<file path="src/rtl/lsu_mem_ctrl_pkg.sv">
// Shared definitions for the load/store unit: ramMode decoding, FSM states,
// memory command payload and lane helpers.
package lsu_mem_ctrl_pkg;

  localparam int unsigned AW        = 32;
  localparam int unsigned DW        = 32;
  localparam int unsigned BEW       = 4;
  localparam int unsigned MODE_W    = 4;
  localparam int unsigned F3_W      = 3;
  localparam int unsigned STORE_BIT = 0;

  localparam logic [F3_W-1:0] MEM_B  = 3'b000;
  localparam logic [F3_W-1:0] MEM_H  = 3'b001;
  localparam logic [F3_W-1:0] MEM_W  = 3'b010;
  localparam logic [F3_W-1:0] MEM_BU = 3'b100;
  localparam logic [F3_W-1:0] MEM_HU = 3'b101;

  typedef enum logic [1:0] {
    ST_IDLE = 2'd0,
    ST_REQ  = 2'd1,
    ST_RESP = 2'd2,
    ST_ERR  = 2'd3
  } state_e;

  typedef struct packed {
    logic           we;
    logic [AW-1:0]  addr;
    logic [BEW-1:0] be;
    logic [DW-1:0]  wdata;
  } mem_cmd_t;

  // Unsigned loads have no store counterpart; everything else is illegal.
  function automatic logic mode_legal(input logic [MODE_W-1:0] mode);
    logic store;
    store = mode[STORE_BIT];
    case (mode[MODE_W-1:1])
      MEM_B, MEM_H, MEM_W: mode_legal = 1'b1;
      MEM_BU, MEM_HU:      mode_legal = !store;
      default:             mode_legal = 1'b0;
    endcase
  endfunction

  function automatic logic misaligned(input logic [F3_W-1:0] f3, input logic [1:0] lane);
    case (f3[1:0])
      2'b01:   misaligned = lane[0];
      2'b10:   misaligned = (lane != 2'b00);
      default: misaligned = 1'b0;
    endcase
  endfunction

  function automatic logic [BEW-1:0] be_for(input logic [F3_W-1:0] f3, input logic [1:0] lane);
    case (f3[1:0])
      2'b00:   be_for = 4'b0001 << lane;
      2'b01:   be_for = 4'b0011 << {lane[1], 1'b0};
      default: be_for = 4'b1111;
    endcase
  endfunction

  function automatic logic [DW-1:0] wdata_rep(input logic [F3_W-1:0] f3, input logic [DW-1:0] wd);
    case (f3[1:0])
      2'b00:   wdata_rep = {4{wd[7:0]}};
      2'b01:   wdata_rep = {2{wd[15:0]}};
      default: wdata_rep = wd;
    endcase
  endfunction

endpackage

</file>
<file path="src/rtl/lsu_mem_ctrl_if.sv">
// Data-memory request/response bus between the LSU (master) and memory (slave).
interface lsu_mem_ctrl_if;
  import lsu_mem_ctrl_pkg::*;

  logic           mem_req;
  logic           mem_we;
  logic [AW-1:0]  mem_addr;
  logic [BEW-1:0] mem_be;
  logic [DW-1:0]  mem_wdata;
  logic           mem_ready;
  logic [DW-1:0]  mem_rdata;

  modport master (
    output mem_req, mem_we, mem_addr, mem_be, mem_wdata,
    input  mem_ready, mem_rdata
  );

  modport slave (
    input  mem_req, mem_we, mem_addr, mem_be, mem_wdata,
    output mem_ready, mem_rdata
  );

endinterface

</file>
<file path="src/rtl/lsu_load_align.sv">
// Combinational load lane extraction and sign/zero extension of a read word.
module lsu_load_align
  import lsu_mem_ctrl_pkg::*;
(
  input  logic [DW-1:0]   word,
  input  logic [1:0]      lane,
  input  logic [F3_W-1:0] funct3,
  output logic [DW-1:0]   result
);

  logic [7:0]  sel_b;
  logic [15:0] sel_h;

  always_comb begin
    sel_b  = 8'(word >> {lane, 3'b000});
    sel_h  = lane[1] ? word[31:16] : word[15:0];
    result = word;
    case (funct3)
      MEM_B:   result = {{24{sel_b[7]}}, sel_b};
      MEM_BU:  result = {24'd0, sel_b};
      MEM_H:   result = {{16{sel_h[15]}}, sel_h};
      MEM_HU:  result = {16'd0, sel_h};
      default: result = word;
    endcase
  end

endmodule

</file>
<file path="src/rtl/lsu_mem_ctrl.sv">
// Load/store unit: one data-memory transaction per accepted start, with
// alignment/legality checks, timeout, and extended load writeback data.
module lsu_mem_ctrl
  import lsu_mem_ctrl_pkg::*;
#(
  parameter int unsigned TIMEOUT = 255,
  parameter int unsigned TO_W    = 8
) (
  input  logic              clk,
  input  logic              rst,
  input  logic              start,
  input  logic [MODE_W-1:0] ramMode,
  input  logic [AW-1:0]     addr,
  input  logic [DW-1:0]     wdata,
  output logic              busy,
  output logic              done,
  output logic              err,
  output logic [DW-1:0]     rdata,
  lsu_mem_ctrl_if.master    mem
);

  state_e            state_q, state_d;
  mem_cmd_t          cmd_q, cmd_d;
  logic              req_q, req_d;
  logic              busy_d, done_d, err_d;
  logic [DW-1:0]     rdata_d;
  logic [F3_W-1:0]   f3_q;
  logic              store_q;
  logic [1:0]        lane_q;
  logic [TO_W-1:0]   cnt_q;
  logic              start_ok;
  logic              timeout_hit;
  logic [DW-1:0]     load_ext;

  assign start_ok    = mode_legal(ramMode) && !misaligned(ramMode[MODE_W-1:1], addr[1:0]);
  assign timeout_hit = (TIMEOUT != 0) && (cnt_q == TO_W'(TIMEOUT - 1));

  lsu_load_align u_align (
    .word   (mem.mem_rdata),
    .lane   (lane_q),
    .funct3 (f3_q),
    .result (load_ext)
  );

  // State register
  always_ff @(posedge clk or posedge rst) begin
    if (rst) state_q <= ST_IDLE;
    else     state_q <= state_d;
  end

  // Next-state logic; a ready response wins over a same-cycle timeout
  always_comb begin
    state_d = state_q;
    case (state_q)
      ST_IDLE: if (start) state_d = start_ok ? ST_REQ : ST_ERR;
      ST_REQ: begin
        if (mem.mem_ready)    state_d = ST_RESP;
        else if (timeout_hit) state_d = ST_ERR;
      end
      ST_RESP: state_d = ST_IDLE;
      ST_ERR:  state_d = ST_IDLE;
      default: state_d = ST_IDLE;
    endcase
  end

  // Next values of the registered outputs
  always_comb begin
    cmd_d   = cmd_q;
    req_d   = (state_d == ST_REQ);
    busy_d  = (state_d != ST_IDLE);
    done_d  = (state_d == ST_RESP) || (state_d == ST_ERR);
    err_d   = (state_d == ST_ERR);
    rdata_d = rdata;
    if (state_q == ST_IDLE && state_d == ST_REQ) begin
      cmd_d.we    = ramMode[STORE_BIT];
      cmd_d.addr  = {addr[AW-1:2], 2'b00};
      cmd_d.be    = be_for(ramMode[MODE_W-1:1], addr[1:0]);
      cmd_d.wdata = wdata_rep(ramMode[MODE_W-1:1], wdata);
    end else if (state_d != ST_REQ) begin
      cmd_d = '0;
    end
    if (state_q == ST_REQ && mem.mem_ready && !store_q) rdata_d = load_ext;
  end

  // Output and capture registers
  always_ff @(posedge clk or posedge rst) begin
    if (rst) begin
      cmd_q   <= '0;
      req_q   <= 1'b0;
      busy    <= 1'b0;
      done    <= 1'b0;
      err     <= 1'b0;
      rdata   <= '0;
      f3_q    <= '0;
      store_q <= 1'b0;
      lane_q  <= '0;
      cnt_q   <= '0;
    end else begin
      cmd_q <= cmd_d;
      req_q <= req_d;
      busy  <= busy_d;
      done  <= done_d;
      err   <= err_d;
      rdata <= rdata_d;
      if (state_q == ST_IDLE && start) begin
        f3_q    <= ramMode[MODE_W-1:1];
        store_q <= ramMode[STORE_BIT];
        lane_q  <= addr[1:0];
      end
      if (state_q != ST_REQ)    cnt_q <= '0;
      else if (!mem.mem_ready)  cnt_q <= cnt_q + TO_W'(1);
    end
  end

  assign mem.mem_req   = req_q;
  assign mem.mem_we    = cmd_q.we;
  assign mem.mem_addr  = cmd_q.addr;
  assign mem.mem_be    = cmd_q.be;
  assign mem.mem_wdata = cmd_q.wdata;

endmodule

</file>
<file path="src/flat_wrapper.sv">
// flat-port wrapper written by rule: the top's interface ports become plain ports
module lsu_mem_ctrl_flat import lsu_mem_ctrl_pkg::*;
#(
  parameter int unsigned TIMEOUT = 255,
  parameter int unsigned TO_W    = 8
)
  (clk, rst, start, ramMode, addr, wdata, busy, done, err, rdata, mem_mem_req, mem_mem_we, mem_mem_addr, mem_mem_be, mem_mem_wdata, mem_mem_ready, mem_mem_rdata);
  lsu_mem_ctrl_if mem_i ();
  input  logic clk;
  input  logic rst;
  input  logic start;
  input  logic [MODE_W-1:0] ramMode;
  input  logic [AW-1:0] addr;
  input  logic [DW-1:0] wdata;
  output logic busy;
  output logic done;
  output logic err;
  output logic [DW-1:0] rdata;
  output wire logic [$bits(mem_i.mem_req)-1:0] mem_mem_req;
  output wire logic [$bits(mem_i.mem_we)-1:0] mem_mem_we;
  output wire logic [$bits(mem_i.mem_addr)-1:0] mem_mem_addr;
  output wire logic [$bits(mem_i.mem_be)-1:0] mem_mem_be;
  output wire logic [$bits(mem_i.mem_wdata)-1:0] mem_mem_wdata;
  input wire logic [$bits(mem_i.mem_ready)-1:0] mem_mem_ready;
  input wire logic [$bits(mem_i.mem_rdata)-1:0] mem_mem_rdata;
  assign mem_mem_req = mem_i.mem_req;
  assign mem_mem_we = mem_i.mem_we;
  assign mem_mem_addr = mem_i.mem_addr;
  assign mem_mem_be = mem_i.mem_be;
  assign mem_mem_wdata = mem_i.mem_wdata;
  assign mem_i.mem_ready = mem_mem_ready;
  assign mem_i.mem_rdata = mem_mem_rdata;
  lsu_mem_ctrl #(.TIMEOUT(TIMEOUT), .TO_W(TO_W)) u_core (.clk(clk), .rst(rst), .start(start), .ramMode(ramMode), .addr(addr), .wdata(wdata), .busy(busy), .done(done), .err(err), .rdata(rdata), .mem(mem_i));
endmodule
</file>
<file path="config.mk">
export PLATFORM = sky130hd
export DESIGN_NAME = lsu_mem_ctrl_flat
export DESIGN_NICKNAME = d
export VERILOG_FILES = /design/src/rtl/lsu_mem_ctrl_pkg.sv /design/src/rtl/lsu_mem_ctrl_if.sv /design/src/rtl/lsu_load_align.sv /design/src/rtl/lsu_mem_ctrl.sv /design/src/flat_wrapper.sv
export SDC_FILE = /design/constraint.sdc
export NUM_CORES = 1
export LEC_CHECK = 0
export CAP_MARGIN = 20
export CORE_MARGIN = 8
export CORE_UTILIZATION = 48
export DETAILED_ROUTE_END_ITERATION = 7
export PLACE_DENSITY = 0.9
export SLEW_MARGIN = 40
export SYNTH_ARGS = -nofsm -noshare
export SYNTH_HDL_FRONTEND = slang
export SYNTH_SLANG_ARGS = --single-unit
</file>
<file path="constraint.sdc">
create_clock -name clk -period 5.8 [get_ports clk]
set_input_delay 0.58 -clock clk [delete_from_list [all_inputs] [get_ports clk]]
set_output_delay 0.58 -clock clk [all_outputs]
set_load 0.01 [all_outputs]
</file>
* Word level (Yosys, flattened, before mapping)
Cells that the tools add are included.
** Operators by class
- Reductions and logical operators :: 19
- Muxes and demuxes :: 15
- Shift operators :: 3
- Add/sub/neg operators :: 1
- Equality and inequality tests :: 19
** Operator list (count)
- $mux W69 :: 2
- $pmux W32 S4 :: 1
- $pmux W32 S2 :: 1
- $shr A32 B5 Y8 :: 1
- $mux W16 :: 1
- $mux W8 :: 2
- $eq A3 B3 Y1 const B :: 4
- $eq A2 B2 Y1 const B :: 5
- $add A8 B1 Y8 const B :: 1
- $eq A8 B8 Y1 const B :: 1
- $mux W2 :: 4
- $pmux W4 S2 :: 1
- $eq A2 B1 Y1 const B :: 3
- $eq A3 B1 Y1 const B :: 2
- $logic_not A3 Y1 :: 2
- $ne A2 B1 Y1 const B :: 3
- $pmux W2 S3 :: 1
- $reduce_bool A2 Y1 :: 3
- $logic_and A1 B1 Y1 :: 5
- $logic_not A2 Y1 :: 2
- $pmux W1 S2 :: 2
- $reduce_or A2 Y1 :: 2
- $shl A1 B2 Y4 const A :: 1
- $shl A2 B2 Y4 const A :: 1
- 4 further kinds :: 6
** Storage, ports and cells
- Register bits after elaboration :: 121

* Depth between registers and ports, before layout
- Depth in word-level cells :: 10
- Gate-level depth with buffers :: 8
- Gate-level depth less buffers :: 6

* Cells and area by module
From an unflattened synthesis, not the netlist that was laid out.
** Second synthesis, totals
- Cell total of the unflattened synthesis :: 586
- Area total of the unflattened synthesis :: 5698.0 µm²
** By module, submodules not included
- lsu_mem_ctrl :: sequential area each 2952.8 µm², cells an instance 477, area each 5069.9 µm², instances 1
- lsu_load_align :: sequential area each 0.0 µm², cells an instance 109, area each 628.1 µm², instances 1

* Worst setup path before layout
Ideal clock, no wire load.
- Path type :: input -> register
- Start :: input port ramMode[1]
- End :: register u_core.cmd_q, in the netlist u_core.mem.mem_wdata[11]
- Arrival :: 2059 ps
- Stages on the path :: 8
- Required time :: 5699 ps
- Slack :: 3640 ps
- Cell sequence :: inv_1 -> ha_1 -> clkbuf_1 -> nor3_1 -> o221ai_1 -> o2111ai_2 -> buf_4 -> nor4_1
** Between the ends
- Longest elaborated chain between the ends :: 10
- Elaborated cells on any way between the ends :: 23
- Those cells by class :: eq/ne (8); mux (7); reduce/logical (8)
** RTL lines
- start, declared :: line flat_wrapper.sv:12 : input logic [MODE_W-1:0] ramMode;
- $eq A3 B1 Y1 (tied with other cells) :: line lsu_mem_ctrl_pkg.sv:36 : case (mode[MODE_W-1:1])
- $reduce_or A3 Y1 (tied with other cells) :: line lsu_mem_ctrl_pkg.sv:36
- $pmux W1 S2 / $logic_not A1 Y1 (equally long branches) :: line lsu_mem_ctrl_pkg.sv:36, lsu_mem_ctrl.sv:35
- $logic_and A1 B1 Y1 :: line lsu_mem_ctrl.sv:35 : assign start_ok = mode_legal(ramMode) && !misaligned(ramMode[MODE_W-1:1], addr[1:0]);
- $mux W2 (2 in series) :: line lsu_mem_ctrl.sv:55 : ST_IDLE: if (start) state_d = start_ok ? ST_REQ : ST_ERR;
- $pmux W2 S3 :: line lsu_mem_ctrl.sv:54 : case (state_q)
- $eq A2 B1 Y1 :: line lsu_mem_ctrl.sv:74 : if (state_q == ST_IDLE && state_d == ST_REQ) begin
- $logic_and A1 B1 Y1 :: line lsu_mem_ctrl.sv:74
- $mux W69 / $reduce_bool A2 Y1 (equally long branches)
- end signal, assigned :: line lsu_mem_ctrl.sv:99 : cmd_q <= cmd_d;
- end, declared :: line lsu_mem_ctrl.sv:23 : mem_cmd_t cmd_q, cmd_d;
Parallel ways exist; a longest one is shown, timed or not.
A chain may end at the register's enable or synchronous reset.

* Worst setup path in the final report
- Start :: input port ramMode[1]
- End :: register u_core.err
** Between the ends
- Longest elaborated chain between the ends :: 8
- Elaborated cells on any way between the ends :: 17
- Those cells by class :: eq/ne (7); mux (5); reduce/logical (5)
** RTL lines
- $eq A3 B1 Y1 (tied with other cells) :: line lsu_mem_ctrl_pkg.sv:36
- $reduce_or A3 Y1 (tied with other cells) :: line lsu_mem_ctrl_pkg.sv:36
- $pmux W1 S2 / $logic_not A1 Y1 (equally long branches) :: line lsu_mem_ctrl_pkg.sv:36, lsu_mem_ctrl.sv:35
- $logic_and A1 B1 Y1 * :: line lsu_mem_ctrl.sv:35
- $mux W2 * (2 in series) :: line lsu_mem_ctrl.sv:55
- $pmux W2 S3 * :: line lsu_mem_ctrl.sv:54
- $eq A2 B2 Y1 * :: line lsu_mem_ctrl.sv:72 : err_d = (state_d == ST_ERR);
- named net u_core.err_d :: line lsu_mem_ctrl.sv:25 : logic busy_d, done_d, err_d;
- end signal, assigned :: line lsu_mem_ctrl.sv:103 : err <= err_d;
- end, declared :: line lsu_mem_ctrl.sv:17 : output logic err,
Mark *: on every way through the listed nets, which the timed path passes. The rest lies on a longest branch.

==> out/summary.md <==
The logs give 119 for the total number of clock tree sinks and 0 for the final count of hold timing violations. The kind of cell with the highest combined delay along the critical path is buffers and inverters. The wire-length estimate of the detail-placed layout is 13.5 mm.

The power dissipated by switching net loads was 1.72 mW. The tools report the number of nets in the finished design as 867. During I/O placement, the number of pins put on the boundary was 209.

The worst pin sits at a relative slew slack of 44.9%. The first global-routing pass estimated 30.2 mm of wire. At the end of routability-driven placement, the weighted congestion stood at 0.884. In this run the deepest clock path goes through 2 buffers. Entering global routing, the biggest net connects 71 pins. For the number of post-CTS setup repair buffers, the log shows 0.

The number of synthesized flops with an enable pin works out to 0. The number of antenna violations at the first check in global routing was 0. Summing every instance area after synthesis gives 5820 um^2.

The run gives 0 as the count of hold buffers inserted by post-cts repair. Main flop type after synthesis: dfrtp_1. After layout, the minimum clock period comes to 3330 ps.

The buffers plus inverters on the worst setup path works out to 3. The tools report the number of rows created at floorplan as 40. The top cell type by area accounts for 51.2% of the synthesized area.

Die footprint: 15,900 um^2. Adding up every negative setup slack in the final design gives 0 ps. The reported leakage power is 3.60 nW, and the count of state elements after synthesis is 119.

After detailed routing, the total wire length is 19.0 mm. The routed wire length per instance is 20.7 um, and the data arrival time of the critical path is 3670 ps. The number of buffer cells added on primary ports is 206, and the number of resized instances in the post-cts repair step is 0. Counting flops with an async set or reset pin after synthesis yields a share of 100%. The placed instance area is 7870 um^2, and the worst setup skew after layout is 10.5 ps.

The total number of yosys warnings is 0. Along the worst path, the maximum fanout reaches 70. The ratio of final minimum period to clock period was 57.4%; the summed area of non-filler cells in the final layout was 8510 um^2. Type of the tightest min-delay check: flip-flop to flip-flop. The first-iteration detailed-routing DRC count was 704; the switching fraction of total power was 36.9%.

On the critical path, the stage with the largest delay is an instance of nor2_2. Once detail routing completed, the nets flagged for antenna violations numbered 0. The tools report the startpoint type of the worst setup path as a primary input. In the synthesized netlist, the cells that appear most often are 119 x dfrtp_1, 59 x nor2_1, 55 x a21oi_1. A synthesized cell averages 10.0 um^2. The growth of design area from synthesis to finish was 46.2%. The run gives 11,900 um^2 as the standard cell core area.

The floorplan step set the die width to 126 um. The worst setup path is captured at a flip-flop. Before antenna repair, the detailed router went through 6 iterations. The clock transition at the registers of the reported paths is 50 ps.

TritonCTS built the clock tree. The run gives 581 as the gate count after technology mapping. The via count of the first global-routing pass came out at 5,652.

Portion of total power attributed to sequential cells: 30.4%. Detailed routing inserted a total of 5,371 vias. For the max-slew violation total from the final report, the log shows 0. The run finished with clean final reports. In this design, the stage delay of the slowest critical-path cell is 640 ps. Fraction of the yosys area taken by sequential cells: 51.2%. The remaining global-route overflow came out at 0.

The H-tree was split into 4 levels. The run gives 300 MHz as the fmax. 0 antenna diodes ended up in the layout. Max-cap violations in this run came to 0. For the clock share of power, the log shows 23.9%. For the pin with the worst max-slew slack, the measured transition is 827 ps. In this run the vertical extent of the chip is 126 um.

The starting density of the core came out at 48.9%. Walking the worst path, the cells encountered are clkdlybuf4s50_1 -> inv_1 -> ha_1 -> nor2_2 -> o221ai_1 -> o2111ai_4 -> buf_4 -> and2_1. Global routing used 23.7% of the available tracks. The synthesized design spends more area on one cell type than any other, namely dfrtp_1. The worst setup path is of the primary input to flip-flop kind. The tools report the total internal power as 2.94 mW. The most common cell in the synthesized netlist was dfrtp_1. Buffers inserted during clock tree synthesis total 17. The maximum resistive drop on vdd was 0.268 mV. Setup repair after global routing left no endpoint under its margin. The via density per instance is 5.86, and the combinational share of power is 45.7%. Setup violations remaining at the end of the flow were counted as 0.

The layout cell share with drive strength beyond 1 is 7.93%. Power spread over the standard cell area amounts to 547 nW/um^2. The count of unique library cells instantiated by Yosys was 50. By area the synthesized netlist is led by dfrtp_1 51%, mux2i_1 6.7%, a21oi_1 4.7%.

At the later pin of the worst-skew pair, clock insertion delay measures 410 ps. For the number of DRC violations after detailed routing, the log shows 0. Clock tree root driver cell: clkbuf_16.

The tools report the critical path data required time as 6140 ps.
## cells by family after synthesis
kind of cell	after synthesis	share of synthesized area, %
flops	119	51.2
simple gates	209	18.3
fa+ha+maj	5	1.07
other cells	1	0.0644
buf+inv	63	5.16
mux	55	10.0
compound gates	122	13.2
xor+xnor	7	1.05
## flip-flops by register name, indices dropped and copies added, names as in the netlist
signal	count
u_core.mem.mem_req	1
u_core.lane_q	2
u_core.mem.mem_we	1
u_core.store_q	1
u_core.done	1
u_core.rdata	32
u_core.state_q	2
u_core.mem.mem_addr	30
u_core.f3_q	3
u_core.cnt_q	8
u_core.busy	1
u_core.mem.mem_wdata	32
u_core.err	1
u_core.mem.mem_be	4
## worst min-delay path, cell delays in order, from the launching register on
cell and delay (ps):
dfrtp_1 350, nand2_1 50, o41ai_1 50
## stage by stage
stage               std cells  setup WS [ps]  util (%)  hold slack, ps  total power, mW
finish                    916           2470      71.4             493             4.66
global route              916           2310      71.4             526             4.92
CTS                       916           2550      71.4             489             4.67
detailed placement        886           2160      66.1             477             3.54
global placement          886           2000      66.0             462             3.46
floorplan                 582           2060         -             486             2.58
## per-layer routing
layer / wire (um) / up-vias / GRT usage, %
li1: - / 2439 / -
met1: 7530 / 2588 / 28.1
met2: 8650 / 309 / 36.7
met3: 2360 / 35 / 11.2
met4: 410 / 0 / 8.49
met5: 0 / - / 0
## layout make-up
class,count,area (um^2)
Inverter,10,42.5
Tap cell,147,184
Clock inverter,8,145
Multi-Input combinational cell,400,2580
Clock buffer,22,484
Sequential cell,119,2980
Fill cell,826,3400
Timing Repair Buffer,210,2090
## power groups by stage
| stage | Clock, mW | Sequential, mW | Combinational, mW |
|---|---|---|---|
| floorplan | 0 | 1.48 | 1.10 |
| global placement | 0 | 1.40 | 2.05 |
| detailed placement | 0 | 1.42 | 2.12 |
| CTS | 1.13 | 1.41 | 2.14 |
| global route | 1.17 | 1.45 | 2.30 |
| finish | 1.11 | 1.41 | 2.13 |
## path summary, 6_finish.rpt
| check | end | cells after the start | start | slack, ps |
|---|---|---|---|---|
| min in group asynchronous | u_core.rdata[2]$_DFFE_PP0P_ | 2 | rst | 630 |
| min reg2reg | u_core.rdata[0]$_DFFE_PP0P_ | 2 | u_core.rdata[0]$_DFFE_PP0P_ | 490 |
| max reg2reg | u_core.rdata[10]$_DFFE_PP0P_ | 4 | u_core.state_q[0]$_DFF_PP0_ | 3070 |
| min | u_core.rdata[0]$_DFFE_PP0P_ | 2 | u_core.rdata[0]$_DFFE_PP0P_ | 490 |
| max in group asynchronous | u_core.rdata[28]$_DFFE_PP0P_ | 3 | rst | 4020 |
| max | u_core.err$_DFF_PP0_ | 8 | ramMode[1] | 2470 |
## cell usage in the layout (no fill, tap or decap), drive strengths merged, types with 5 or more instances in the layout
| cell | synthesis | layout |
|---|---|---|
| a221oi | 8 | 8 |
| nor3 | 45 | 45 |
| a211oi | 16 | 16 |
| nor4 | 24 | 24 |
| nand2b | 5 | 5 |
| mux2 | 15 | 15 |
| nand3 | 6 | 6 |
| inv | 10 | 10 |
| nor2 | 59 | 59 |
| ha | 5 | 5 |
| a22o | 8 | 8 |
| and2 | 10 | 10 |
| clkbuf | 35 | 22 |
| a21oi | 55 | 55 |
| clkdlybuf4s50 | 0 | 206 |
| nor2b | 5 | 5 |
| nand3b | 8 | 8 |
| nand2 | 28 | 28 |
| o21ai | 17 | 17 |
| o211ai | 7 | 7 |
| and3 | 6 | 6 |
| dfrtp | 119 | 119 |
| mux2i | 39 | 39 |
Power figures use the tool's default switching activity.
==> patch 1, RTL diff (same settings) <==
Put one more register stage on the output `err`. The value now appears one clock later. The other outputs are not delayed to match.
--- a/src/rtl/lsu_mem_ctrl.sv
+++ b/src/rtl/lsu_mem_ctrl.sv
@@ -19,4 +19,6 @@
   lsu_mem_ctrl_if.master    mem
 );
+
+  logic err_s0;
 
   state_e            state_q, state_d;
@@ -90,5 +92,5 @@
       busy    <= 1'b0;
       done    <= 1'b0;
-      err     <= 1'b0;
+      err_s0  <= 1'b0;
       rdata   <= '0;
       f3_q    <= '0;
@@ -101,5 +103,5 @@
       busy  <= busy_d;
       done  <= done_d;
-      err   <= err_d;
+      err_s0 <= err_d;
       rdata <= rdata_d;
       if (state_q == ST_IDLE && start) begin
@@ -119,4 +121,8 @@
   assign mem.mem_wdata = cmd_q.wdata;
 
+  always_ff @(posedge clk) begin
+    err <= err_s0;
+  end
+
 endmodule
 
Formal check against the unedited RTL: not equivalent (a bounded check fails within 4 cycles, from zero or initial values and one cycle with rst high).
==> patch 1 against the original RTL <==
Power is 0.74% higher; setup slack lost 0.12 ns; sequential share of layout area is 0.21 points higher; first-iteration DRC count increased by 2.4%; area after synthesis is 0.34% higher; design area hardly changed; wire length up 5.8%; critical path depth unchanged; cell count up 0.33%; register-to-register slack worse by 0.06 ns; die area is 0.30% higher; sequential cell count is 1 higher.
==> patch 1: results (changes against the original RTL) <==
worst-path cell with the longest stage delay nor2_2; layout net count 868 (+0.12%); Area contributors post-synth dfrtp_1 51%, mux2i_1 6.7%, a21oi_1 4.7%; CTS resizes 0 (unchanged); wire per inst 21.8 µm (+5.5%); status completed; DP HPWL 14300 µm (+5.5%); Setup Skew 0.0106 ns (+0.0000438 ns); post-synthesis xor/xnor area fraction 1.05% (-0.0036 points); gp weighted congestion 0.901 (+2.0%); Distinct cells, synth 51 (+2.0%); Vias per Instance 6.08 (+3.8%); mux cell area share after synthesis 9.96% (-0.034 points); synth warn 0 (unchanged); Adder-Cell Fraction of Synth Area 1.07% (-0.0037 points); initial antenna violation count 1 (+1); Hold Slack 0.357 ns (-0.136 ns); Iteration-0 DRC Markers 721 (+2.4%); r2r worst-path depth 5 (+1); Hold Path Stages 0 (-2); CP max stage delay 0.66 ns (+0.02 ns); GR Util All Layers 25.3% (+1.6 points); switching power 1.80 mW (+4.7%); relative slew slack 44.1% (-0.75 points); largest net degree at the start of global routing 77 (+8.5%); r2r setup slk 3.01 ns (-0.06 ns); Hold Path Sink u_core.err$_DFF_P_; vias in the first global route 5928 (+4.9%); Compound-Gate Fraction of Synth Area 13.2% (-0.045 points); hold wc startpoint u_core.err_s0$_DFF_PP0_; drt pass-1 iters 5 (-1); share of cells above drive strength 1 8.16% (+0.23 points); Critical Path AT 3.71 ns (+0.04 ns); post-synthesis sequential area ratio 51.3% (+0.17 points); first-pass GRT wire length 31800 µm (+5.3%); Lkg Pwr 3.60 nW (about the same); worst-path fanout max 48 (-31%); Max VDD drop 0.000266 V (-0.61%); R2R Path End u_core.mem.mem_addr[19]$_DFFE_PP0P_; Post-synth ARST share 99.2% (-0.83 points)
## patch 1: changes by cell type in the layout (fill, tap and decap cells not counted)
cell       delta
clkinv_4      +3
inv_6         +3
clkbuf_8      -2
bufinv_16     -1
clkbuf_1      -1
dfxtp_1       +1
nor3b_1       +1
nor3b_2       -1
## patch 1: cells by family (layout without fill, tap and decap cells)
logic type	after synthesis	after routing
xor+xnor	7	7
other cells	1	2
simple gates	209	209
compound gates	122	122
buf+inv	63	252
flops	120	120
fa+ha+maj	5	5
mux	55	55
## patch 1: worst register-to-register path: cells and delay by family (launching register included)
kind	cells	cell delay, ns
AOI/OAI and AO/OA	2	0.79
buffers and inverters	1	0.54
and+or+nand+nor	2	0.80
DFF	1	0.50
## patch 1: worst max path at each step
stage | endpoint | cells after the start | from | slack [ns]
2_1_floorplan | u_core.busy$_DFF_PP0_ | 1 | rst | 2.06
3_3_place_gp | u_core.mem.mem_wdata[25]$_DFFE_PP0P_ | 8 | ramMode[2] | 1.90
3_5_place_dp | u_core.mem.mem_addr[31]$_DFFE_PP0P_ | 8 | ramMode[2] | 2.02
4_1_cts | u_core.mem.mem_addr[19]$_DFFE_PP0P_ | 8 | ramMode[1] | 2.43
5_1_grt | u_core.mem.mem_wdata[11]$_DFFE_PP0P_ | 8 | ramMode[2] | 2.17
6_report | u_core.mem.mem_addr[19]$_DFFE_PP0P_ | 8 | ramMode[2] | 2.35
## patch 1: layout make-up
cell class                      count  area (µm²)
Sequential cell                   120        3000
Clock buffer                       19         453
Tap cell                          147         184
Timing Repair Buffer              210        2090
Inverter                           10        42.5
Multi-Input combinational cell    400        2580
Fill cell                         817        3440
Clock inverter                     13         168
## patch 1: layer usage
layer / GRT usage, % / vias up / wire (µm)
li1: - / 2446 / -
met1: 29.7 / 2701 / 7770
met2: 40.5 / 394 / 9300
met3: 10.4 / 49 / 2450
met4: 9.91 / 2 / 524
met5: 0 / - / 12
## patch 1: stage by stage
step | setup WS, ns | cell area, µm² | power (mW) | util (%) | instances
6_report | 2.35 | 8520 | 4.69 | 71.2 | 919
5_1_grt | 2.17 | 8520 | 4.94 | 71.2 | 919
4_1_cts | 2.43 | 8520 | 4.69 | 71.2 | 919
3_5_place_dp | 2.02 | 7900 | 3.56 | 66.0 | 887
3_3_place_gp | 1.90 | 7880 | 3.48 | 65.9 | 887
2_1_floorplan | 2.06 | 5840 | 2.59 | - | 583
## patch 1: power groups by stage
stage	Clock [mW]	Sequential (mW)	Combinational, mW
global route	1.14	1.48	2.31
finish	1.10	1.45	2.15
floorplan	0	1.49	1.10
detailed placement	0	1.44	2.13
global placement	0	1.43	2.05
CTS	1.11	1.44	2.15
==> patch 2, RTL diff (same settings) <==
Made on the original files. Set the package constant `AW` to 64 (it was 32).
--- a/src/rtl/lsu_mem_ctrl_pkg.sv
+++ b/src/rtl/lsu_mem_ctrl_pkg.sv
@@ -3,5 +3,5 @@
 package lsu_mem_ctrl_pkg;
 
-  localparam int unsigned AW        = 32;
+  localparam int unsigned AW        = 64;
   localparam int unsigned DW        = 32;
   localparam int unsigned BEW       = 4;
Interface: changed (resized addr and mem_mem_addr); port bits go from 209 to 273. No check against the original RTL was run, so the function may have changed too.
==> patch 2 against the original RTL <==
Worst hold slack lost 0.011 ns; sequential cell count grew 32; die area grew 15%; power increased by 8.3%; cell count grew 28%; design area grew 21%; wire length is 21% higher; combinational power increased by 4%; critical path depth stayed put; utilization up 2.5 points; sequential share of layout area grew 1.8 points; setup slack better by 0.57 ns; first-iteration DRC count decreased by 35%; area after synthesis rose by 17%; largest cell class unchanged; largest power group unchanged; highest routed layer unchanged.
==> patch 2: results (changes against the original RTL) <==
status completed; Iteration-0 DRC Markers 458 (-35%); dpl ws 2.61 ns (+0.453 ns); largest net degree at the start of global routing 113 (+59%); Synth Instances 738 (+27%); share of cells above drive strength 1 6.04% (-1.9 points); GR Util All Layers 24.8% (+1.2 points); DP HPWL 16500 µm (+22%); gp weighted congestion 0.846 (-4.3%); Setup Skew 0.00923 ns (-0.00129 ns); synth warn 0 (unchanged); via count 6499 (+21%); I/O Buffers 270 (+31%); Max VDD drop 0.000510 V (+90%); placed cell area 9630 µm² (+22%); worst-path fanout max 45 (-36%); Layout Cells excl Fill 1174 (+28%); top cells by count, synth 195 x nand2_1, 151 x dfrtp_1, 84 x a21oi_1, 41 x nor2_1, 38 x clkbuf_1; relative slew slack 45.4% (+0.52 points); post-synthesis sequential area ratio 55.4% (+4.3 points); layout net count 1122 (+29%); clock latency on the worst-skew pair 0.42 ns; wire per inst 19.6 µm (-5.5%); drt pass-1 iters 5 (-1); Lkg Pwr 4.39 nW (+22%); Post-synth top flop dfrtp_1; Post-CTS Repair Setup Buffers 0 (unchanged); Distinct cells, synth 48 (-4.0%); first-pass GRT wire length 35500 µm (+18%); Area contributors post-synth dfrtp_1 55%, nand2_1 11%, a21oi_1 6.2%
-- patch 2: changes by cell type after synthesis, sizes merged, moves of 7 or more --
| cell | unedited run | this run |
|---|---|---|
| dfrtp | 119 | 151 |
| nand2 | 28 | 195 |
| nor3 | 45 | 21 |
| mux2 | 15 | 3 |
| nor4 | 24 | 0 |
| a22oi | 0 | 7 |
| o21ai | 17 | 33 |
| nand3 | 6 | 34 |
| a21oi | 55 | 84 |
| mux2i | 39 | 16 |
| nand3b | 8 | 1 |
| and2 | 10 | 1 |
| nor2 | 59 | 41 |
-- patch 2: worst paths after layout --
path	start	end	slack, ns	cells after the start
worst max register to register	u_core.state_q[0]$_DFF_PP0_	u_core.mem.mem_wdata[23]$_DFFE_PP0P_	3.31	5
max in group asynchronous	rst	u_core.mem.mem_addr[43]$_DFFE_PP0P_	4.16	3
worst min-delay path	u_core.rdata[2]$_DFFE_PP0P_	u_core.rdata[2]$_DFFE_PP0P_	0.48	2
worst max-delay path	ramMode[1]	u_core.mem.mem_wdata[23]$_DFFE_PP0P_	3.04	8
min in group asynchronous	rst	u_core.rdata[18]$_DFFE_PP0P_	0.60	2
worst min register to register	u_core.rdata[2]$_DFFE_PP0P_	u_core.rdata[2]$_DFFE_PP0P_	0.48	2
-- patch 2: logic make-up (layout without fill, tap and decap cells) --
family | after synthesis | in the layout | share of synthesized area (%)
AND/OR/NAND/NOR | 321 | 321 | 20.0
AO/OA/AOI/OAI | 168 | 168 | 15.1
adder cells (fa/ha/maj) | 5 | 5 | 0.918
buffers and inverters | 65 | 320 | 4.37
XOR/XNOR | 7 | 7 | 0.899
multiplexers | 20 | 20 | 3.18
flip-flops | 151 | 151 | 55.4
other | 1 | 2 | 0.0550
-- patch 2: worst max-delay path, cell delays in order --
cell	delay, ns
clkdlybuf4s50_1	0.43
inv_1	0.11
ha_1	0.59
nor3_1	0.16
o221ai_2	0.30
o2111ai_4	0.30
buf_4	0.38
a211oi_1	0.22
-- patch 2: layer usage --
layer | wire length [µm] | share of wire, % | up-vias | track usage, %
met1 | 9100 | 40 | 3158 | 29.9
met4 | 875 | 3.8 | 0 | 12.2
li1 | - | - | 3004 | -
met5 | 0 | 0 | - | 0
met2 | 11300 | 49 | 287 | 40.2
met3 | 1730 | 7.5 | 50 | 7.08
-- patch 2: layout make-up --
class	count	area (µm²)
inverters	9	46.3
clock inverters	7	114
multi-input cells	523	2800
clock buffers	25	515
repair buffers	279	2790
flip-flops and latches	151	3780
fillers	973	3610
well taps	180	225
-- patch 2: report_power, final --
group,switching (mW),internal (mW),total [mW],leakage [nW]
sequential,0.266,1.40,1.67,2.02
combinational,1.21,0.995,2.21,2.06
clock,0.421,0.745,1.17,0.313
